**src/rtl/mac_sequencer.sv**
```systemverilog
`default_nettype none
// ============================================================================
//  Module      : mac_sequencer
//  Description : Feeds signed operand pairs to a sequential multiplier and
//                sums the sign-extended products into a saturating signed
//                accumulator. The sum is emitted when the last pair is done.
//  Revision    : 1.0 - initial release
// ============================================================================
module mac_sequencer #(
    parameter int WIDTH     = 16,
    parameter int ACC_WIDTH = 40
) (
    input  logic                   clk94,
    input  logic                   rst94,
    input  logic                   in_valid94,
    output logic                   in_ready94,
    input  logic [WIDTH-1:0]       in_a94,
    input  logic [WIDTH-1:0]       in_b94,
    input  logic                   in_last94,
    output logic                   mul_start94,
    output logic [WIDTH-1:0]       mul_multiplier94,
    output logic [WIDTH-1:0]       mul_multiplicand94,
    input  logic                   mul_ready94,
    input  logic [2*WIDTH-1:0]     mul_product94,
    output logic                   out_valid94,
    input  logic                   out_ready94,
    output logic [ACC_WIDTH-1:0]   out_data94,
    output logic                   out_sat94
);

    typedef enum logic [2:0] {
        S_IDLE      = 3'd0,
        S_ISSUE     = 3'd1,
        S_WAIT_BUSY = 3'd2,
        S_WAIT_DONE = 3'd3,
        S_OUT       = 3'd4
    } state_t;

    localparam logic [ACC_WIDTH-1:0] c_ACC_MAX = {1'b0, {(ACC_WIDTH-1){1'b1}}};
    localparam logic [ACC_WIDTH-1:0] c_ACC_MIN = {1'b1, {(ACC_WIDTH-1){1'b0}}};

    state_t                 r_state;
    state_t                 w_state_next;
    logic [WIDTH-1:0]       r_a;
    logic [WIDTH-1:0]       r_b;
    logic                   r_last;
    logic [ACC_WIDTH-1:0]   r_acc;
    logic                   r_sat;

    logic                   w_accept;
    logic                   w_capture;
    logic                   w_release;
    logic [ACC_WIDTH:0]     w_sum;
    logic                   w_ovf;
    logic [ACC_WIDTH-1:0]   w_acc_next;

    // Operands go straight from the holding registers so they stay frozen
    // until the product is captured (the multiplier reads signs at the end).
    assign mul_multiplier94   = r_a;
    assign mul_multiplicand94 = r_b;

    assign w_accept  = in_valid94 && in_ready94;
    assign w_capture = (r_state == S_WAIT_DONE) && mul_ready94;
    assign w_release = (r_state == S_OUT) && out_ready94;

    // One guard bit: both operands sign-extended to ACC_WIDTH+1 before adding;
    // overflow shows up as the two top bits disagreeing.
    assign w_sum = {r_acc[ACC_WIDTH-1], r_acc}
                 + {{(ACC_WIDTH+1-2*WIDTH){mul_product94[2*WIDTH-1]}}, mul_product94};
    assign w_ovf = w_sum[ACC_WIDTH] != w_sum[ACC_WIDTH-1];
    assign w_acc_next = w_ovf ? (w_sum[ACC_WIDTH] ? c_ACC_MIN : c_ACC_MAX)
                              : w_sum[ACC_WIDTH-1:0];

    // State register
    always_ff @(posedge clk94) begin
        if (rst94) begin
            r_state <= S_IDLE;
        end else begin
            r_state <= w_state_next;
        end
    end

    // Next-state decode and handshake/control outputs
    always_comb begin
        w_state_next = r_state;
        in_ready94   = 1'b0;
        mul_start94  = 1'b0;
        out_valid94  = 1'b0;
        out_data94   = '0;
        out_sat94    = 1'b0;
        case (r_state)
            S_IDLE: begin
                in_ready94 = !rst94;
                if (in_valid94 && !rst94) begin
                    w_state_next = S_ISSUE;
                end
            end
            S_ISSUE: begin
                // Never start a multiplier that is still busy.
                mul_start94 = mul_ready94;
                if (mul_ready94) begin
                    w_state_next = S_WAIT_BUSY;
                end
            end
            S_WAIT_BUSY: begin
                if (!mul_ready94) begin
                    w_state_next = S_WAIT_DONE;
                end
            end
            S_WAIT_DONE: begin
                if (mul_ready94) begin
                    w_state_next = r_last ? S_OUT : S_IDLE;
                end
            end
            S_OUT: begin
                out_valid94 = 1'b1;
                out_data94  = r_acc;
                out_sat94   = r_sat;
                if (out_ready94) begin
                    w_state_next = S_IDLE;
                end
            end
            default: begin
                w_state_next = S_IDLE;
            end
        endcase
    end

    // Operand holding registers, accumulator and sticky saturation flag
    always_ff @(posedge clk94) begin
        if (rst94) begin
            r_a    <= '0;
            r_b    <= '0;
            r_last <= 1'b0;
            r_acc  <= '0;
            r_sat  <= 1'b0;
        end else begin
            if (w_accept) begin
                r_a    <= in_a94;
                r_b    <= in_b94;
                r_last <= in_last94;
            end
            if (w_capture) begin
                r_acc <= w_acc_next;
                if (w_ovf) begin
                    r_sat <= 1'b1;
                end
            end
            if (w_release) begin
                r_acc <= '0;
                r_sat <= 1'b0;
            end
        end
    end

endmodule
`default_nettype wire

```
**config.mk**
```make
export PLATFORM = sky130hd
export DESIGN_NAME = mac_sequencer
export DESIGN_NICKNAME = d
export VERILOG_FILES = /design/src/rtl/mac_sequencer.sv
export SDC_FILE = /design/constraint.sdc
export NUM_CORES = 1
export LEC_CHECK = 0
export CORE_UTILIZATION = 45
export DETAILED_ROUTE_END_ITERATION = 6
export PLACE_DENSITY_LB_ADDON = 0.05
export SYNTH_ARGS = -nofsm -noshare
export SYNTH_HDL_FRONTEND = slang
export SYNTH_SLANG_ARGS = --single-unit
```
**constraint.sdc**
```tcl
create_clock -name clk94 -period 4.2 [get_ports clk94]
set_clock_uncertainty 0.1 [all_clocks]
set_input_delay 1.26 -clock clk94 [delete_from_list [all_inputs] [get_ports clk94]]
set_output_delay 1.26 -clock clk94 [all_outputs]
set_load 0.05 [all_outputs]
```
### After elaboration in Yosys (flattened, before gate mapping)

Index checks and enable logic that the tools add are counted.
Widths: inputs -> output; s select.

| word-level totals | value |
|---|---|
| register bits after elaboration | 77 |
| bits in latches | 0 |
| bits in writable memories | 0 |
| bits in read-only memories | 0 |
| input bits | 70 |
| output and inout port bits | 76 |
| word-level logic and storage cells | 40 |
| memories | 0 |

| operators by class | value |
|---|---|
| add/sub/neg operators | 1 |
| $mul | 0 |
| divide/modulo/power cells | 0 |
| order comparisons | 0 |
| equal/unequal tests | 10 |
| shift operators | 0 |
| muxes and demuxes | 14 |
| bitwise gates (word level) | 0 |
| reduce and logical (&&, ||, !) cells | 9 |

Operators with widths:

| cell | count |
|---|---|
| $mux 40 | 3 |
| $add 40x32->41 | 1 |
| $mux 3 | 6 |
| $pmux 3 s5 | 1 |
| $ne 2x2->1 const B | 5 |
| $eq 3x2->1 const B | 2 |
| $reduce_and 5->1 | 1 |
| $logic_and 1x1->1 | 4 |
| $mux 1 | 4 |
| $eq 3x1->1 const B | 1 |
| $eq 3x3->1 const B | 1 |
| $logic_not 3->1 | 1 |
| $reduce_and 2->1 | 1 |
| $reduce_or 2->1 | 1 |
| $logic_not 1->1 | 1 |
| $ne 1x1->1 | 1 |

### Logic depth before layout (Yosys ltp)

| depth | value |
|---|---|
| word-level depth | 4 |
| depth in mapped cells | 14 |
| gate-level depth less buffers | 13 |

### Worst setup path before layout

OpenSTA, ideal clock, no wires.

| path | value |
|---|---|
| path type | input -> output |
| start | input port rst94 |
| end | output port in_ready94 |
| data arrival time | 2.818 ns |
| path slack | 0.022 ns |
| stages | 1 |
| path through | nor4_1 |

| on the way | value |
|---|---|
| cells in the longest elaborated chain, start to end | 2 |

RTL lines:

| element | line | RTL |
|---|---|---|
| start: declaration | 14 | `input logic rst94,` |
| $logic_not 1->1 | 93 | `in_ready94 = !rst94;` |
| $mux 1 | 91 | `case (r_state)` |
| end: declaration | 16 | `output logic in_ready94,` |

No other way between the ends.

### Final worst setup path

| path | value |
|---|---|
| start | input port mul_product94[13] |
| end | register r_acc[4] |

| on the way | value |
|---|---|
| cells in the longest elaborated chain, start to end | 3 |
| elaborated cells between the ends (all ways) | 4 |
| classes of those cells | add/sub (1); eq/ne (1); mux (2) |

RTL lines:

| element | line | RTL |
|---|---|---|
| start: declaration | 24 | `input logic [2*WIDTH-1:0] mul_product94,` |
| $add 40x32->41 * | 69 | `+ {{(ACC_WIDTH+1-2*WIDTH){mul_product94[2*WIDTH-1]}}, mul_product94};` |
| $mux 40 or $ne 1x1->1 (tied branches) | 71, 70 |  |
| $mux 40 * | 71 | `assign w_acc_next = w_ovf ? (w_sum[ACC_WIDTH] ? c_ACC_MIN : c_ACC_MAX)` |
| end signal: assignment | 144 | `r_acc <= w_acc_next;` |
| end: declaration | 47 | `logic [ACC_WIDTH-1:0] r_acc;` |

Every way passes the cells marked *; elsewhere a longest branch is shown, timed or not.
A chain may end at the register's enable or synchronous reset.

==> implementation parameters <==
Parameter                              Value

Route
  Total via count after detailed routing    6330
  Initial drt markers    411
  Antenna violation net count after detailed routing    0
  Total detailed-routing wirelength    18400 µm
  Pre-Repair DR Iteration Count    5
  Post-DR vias/cell    5.58
  Remaining DRCs    0
  Per-cell routed wire length    16.2 µm

Critical path
  Largest stage delay, worst path    0.51 ns
  Maximum fanout encountered on the critical timing path    6
  Worst flop-to-flop path startpoint    r_acc[17]$_SDFFE_PP0P_
  Buffers and inverters on the worst path    2
  Worst r2r path cells    10
  Number of logic stages on the critical path including buffering    11
  Register-to-register setup slack    1.02 ns
  Crit Path Class    input pin to flop
  Top delay family on crit path    simple AND/OR/NAND/NOR gates
  Data arrival time of the critical path    4.38 ns
  Critical Path RT    4.38 ns
  Worst-path cell chain    clkdlybuf4s50_1, ha_4, nand4_1, or4_4, o211ai_4, a31oi_4, or2_4, mux2_4, buf_4, maj3_1, a21oi_1
  Sort of element at the start of the critical path    input pin
  Setup crit end kind    flop
  Worst reg2reg path endpoint    r_acc[4]$_SDFFE_PP0P_
  Critical-path cell with the highest stage delay    or4_4

Yosys
  Cell area after technology mapping    5710 µm²
  Number of distinct library cell variants in the gate-level netlist after synthesis    62
  Synthesized area divided by synthesized cell count    7.71 µm²
  EDFF count, synth    0
  Synth warnings    0
  Sequential-to-total area share from yosys stat    0.270
  Synthesized Nets    851
  Most frequently used flop master after synthesis    dfxtp_1
  Synthesized netlist cell count    740
  Async set-reset flop share out of synthesis    0
  Synth Register Bits    77

Timing
  Accumulated negative setup slack    0 ns
  Transition time of the tightest slew-check pin    1.09 ns
  Pins Over Slew Limit    0
  Final Hold Fails    0
  Final critical-path required period    4.20 ns
  Worst hold margin    0.375 ns
  Number of setup violations in the final report    0
  Setup repair after global routing missed its margin    true
  Maximum achievable frequency    0.238 GHz
  Final period util    0.999
  Worst rel slew slack    0.272

Clock tree
  Number of sinks driven by the clock tree    77
  Longest Clk Path Bufs    2
  H-tree lvl count    3
  Hold_buf cts    0
  Clock-pin slew on the worst setup and hold paths    0.06 ns
  Number of CTS-inserted buffers    9
  Clock tree from TritonCTS    built
  Clock root buffer    clkbuf_16
  Latest clock arrival within the worst-skew pair    0.35 ns

Floorplanning
  Effective utilization at floorplan    0.467
  Area of the die    13100 µm²
  Floorplan die width    115 µm
  Die H    115 µm
  Number of placement rows    40
  Core Footprint    12200 µm²
  Number of placed I/O pins    146

Global route
  Aggregate global-route resource usage    0.279
  Maximum number of pins on one net before global-route repair    50
  Antenna violations before repair    0
  Global-route wire length before repair    29200 µm
  Number of global-route vias before repair    6239
  Sum of overflow across all layers after global routing    0

Finish
  Layout filler cell count    1020
  Net total in the final layout    1073
  Syn-to-layout area delta    51.4%
  Fraction of final layout cells with drive strength greater than 1    0.214
  Most common cell after layout, fill and taps aside    clkdlybuf4s50_1
  Commonest cells after routing, fill and taps aside    140 x clkdlybuf4s50_1, 116 x buf_4, 97 x nand2_1
  Util after Layout    0.708
  Inserted Diodes    0

Place
  Number of I/O port buffers    145
  HPWL after detailed placement    13200 µm
  Placer's final routability congestion estimate    0.881

Run
  Number of max-cap violations    0

Pwr
  Share of power burned in the clock network    0.342
  Power dissipated by switching net loads    0.693 mW
  Worst ir drop on vdd    233 µV
  Ratio of total power to cell area    248 nW/µm²
  Static leakage    3.93 nW
  Internal power consumption    1.45 mW
  Sequential Power Share    0.369
  Fraction of power consumed by combinational cells    0.289
  Proportion of total power due to net switching    0.324
  Overall power after layout    2.14 mW

Hold path
  Worst hold stages    2
  Hold Startpoint    mul_multiplier94[3]$_SDFFE_PP0P_
  Worst hold path type    flop to flop
  Sink of the worst hold path    mul_multiplier94[3]$_SDFFE_PP0P_

Status
  Status    finished, final reports clean
-- through the flow --
stage                     std cells  setup WS (ns)  area [µm²]
after detailed placement       1110         -0.722        8040
after floorplan                 740         0.0220        5710
after global placement         1110         -0.402        8040
final                          1135        0.00379        8640
after global routing           1135        -0.0314        8640
after CTS                      1126       -0.00822        8390
-- worst register-to-register path, cell delays in order, from the launching register on --
cell and delay [ns]:
dfxtp_1 0.34, ha_4 0.30, nand4_2 0.12, or4_4 0.54
o211ai_4 0.23, a31oi_4 0.12, or2_4 0.26, mux2_4 0.37
buf_4 0.16, maj3_1 0.39, a21oi_1 0.16
-- flip-flops by register name, indices dropped and copies added (netlist names) --
signal              cells
r_state                 3
r_acc                  40
mul_multiplier94       16
mul_multiplicand94     16
r_sat                   1
r_last                  1
-- cells in the mapped netlist, types with 16 or more instances --
library cell / number / share of area
nand2_1: 97 / 0.064
dfxtp_1: 77 / 0.27
a21oi_1: 75 / 0.066
o21ai_0: 63 / 0.055
and3_1: 44 / 0.048
clkbuf_1: 44 / 0.029
ha_1: 40 / 0.088
nor2_1: 38 / 0.025
nand3b_1: 33 / 0.043
a21o_1: 27 / 0.036
xnor2_1: 24 / 0.037
maj3_2: 20 / 0.039
inv_1: 16 / 0.011
-- routing by layer --
layer	wire (µm)	vias up	part of all wire	global-route usage
met1	7790	2965	0.42	0.334
met4	447	0	0.024	0.124
met2	8930	212	0.49	0.474
li1	-	3119	-	-
met3	1190	34	0.065	0.0672
met5	0	-	0	0
-- area by class of cell --
cell class              count  area (µm²)  share of cell area
clock buffers              11         233              0.0269
well taps                 168         210              0.0243
inverters                  16        60.1             0.00695
clock inverters             5        36.3             0.00420
flip-flops and latches     77        1540               0.178
repair buffers            264        2410               0.279
multi-input cells         594        4150               0.480
-- power groups by stage --
stage	Combinational (mW)	Clock (mW)	Sequential [mW]
floorplan	0.249	0	0.894
global placement	0.580	0	0.803
detailed placement	0.589	0	0.805
CTS	0.598	0.742	0.790
global route	0.662	0.772	0.794
finish	0.618	0.731	0.790
-- what timing repair did --
action                     4_1_cts  5_1_grt
gates resized for setup         16       39
pin swaps                        2       14
setup endpoints to repair       41       41
cloned                           0        1
buffers inserted                 0        8
-- kinds of logic after synthesis --
family                     count (synthesis)  share of synthesized area
AOI/OAI and AO/OA                        227                      0.244
and+or+nand+nor                          260                      0.232
xor gates and xnor gates                  36                     0.0552
DFF                                       77                      0.270
buffers and inverters                     70                     0.0506
muxes                                      2                    0.00438
adders and majority gates                 68                      0.143
-- how the worst max path moves through the flow --
stage | endpoint | startpoint | slack (ns)
after floorplan | in_ready94 | rst94 | 0.02
after global placement | r_acc[38]$_SDFFE_PP0P_ | mul_product94[13] | -0.40
after detailed placement | r_acc[10]$_SDFFE_PP0P_ | mul_product94[4] | -0.72
after CTS | r_acc[10]$_SDFFE_PP0P_ | mul_product94[4] | -0.008
after global routing | r_acc[33]$_SDFFE_PP0P_ | mul_product94[0] | -0.03
final | r_acc[4]$_SDFFE_PP0P_ | mul_product94[13] | 0.004
No activity file was read; power rests on OpenSTA's default activity.
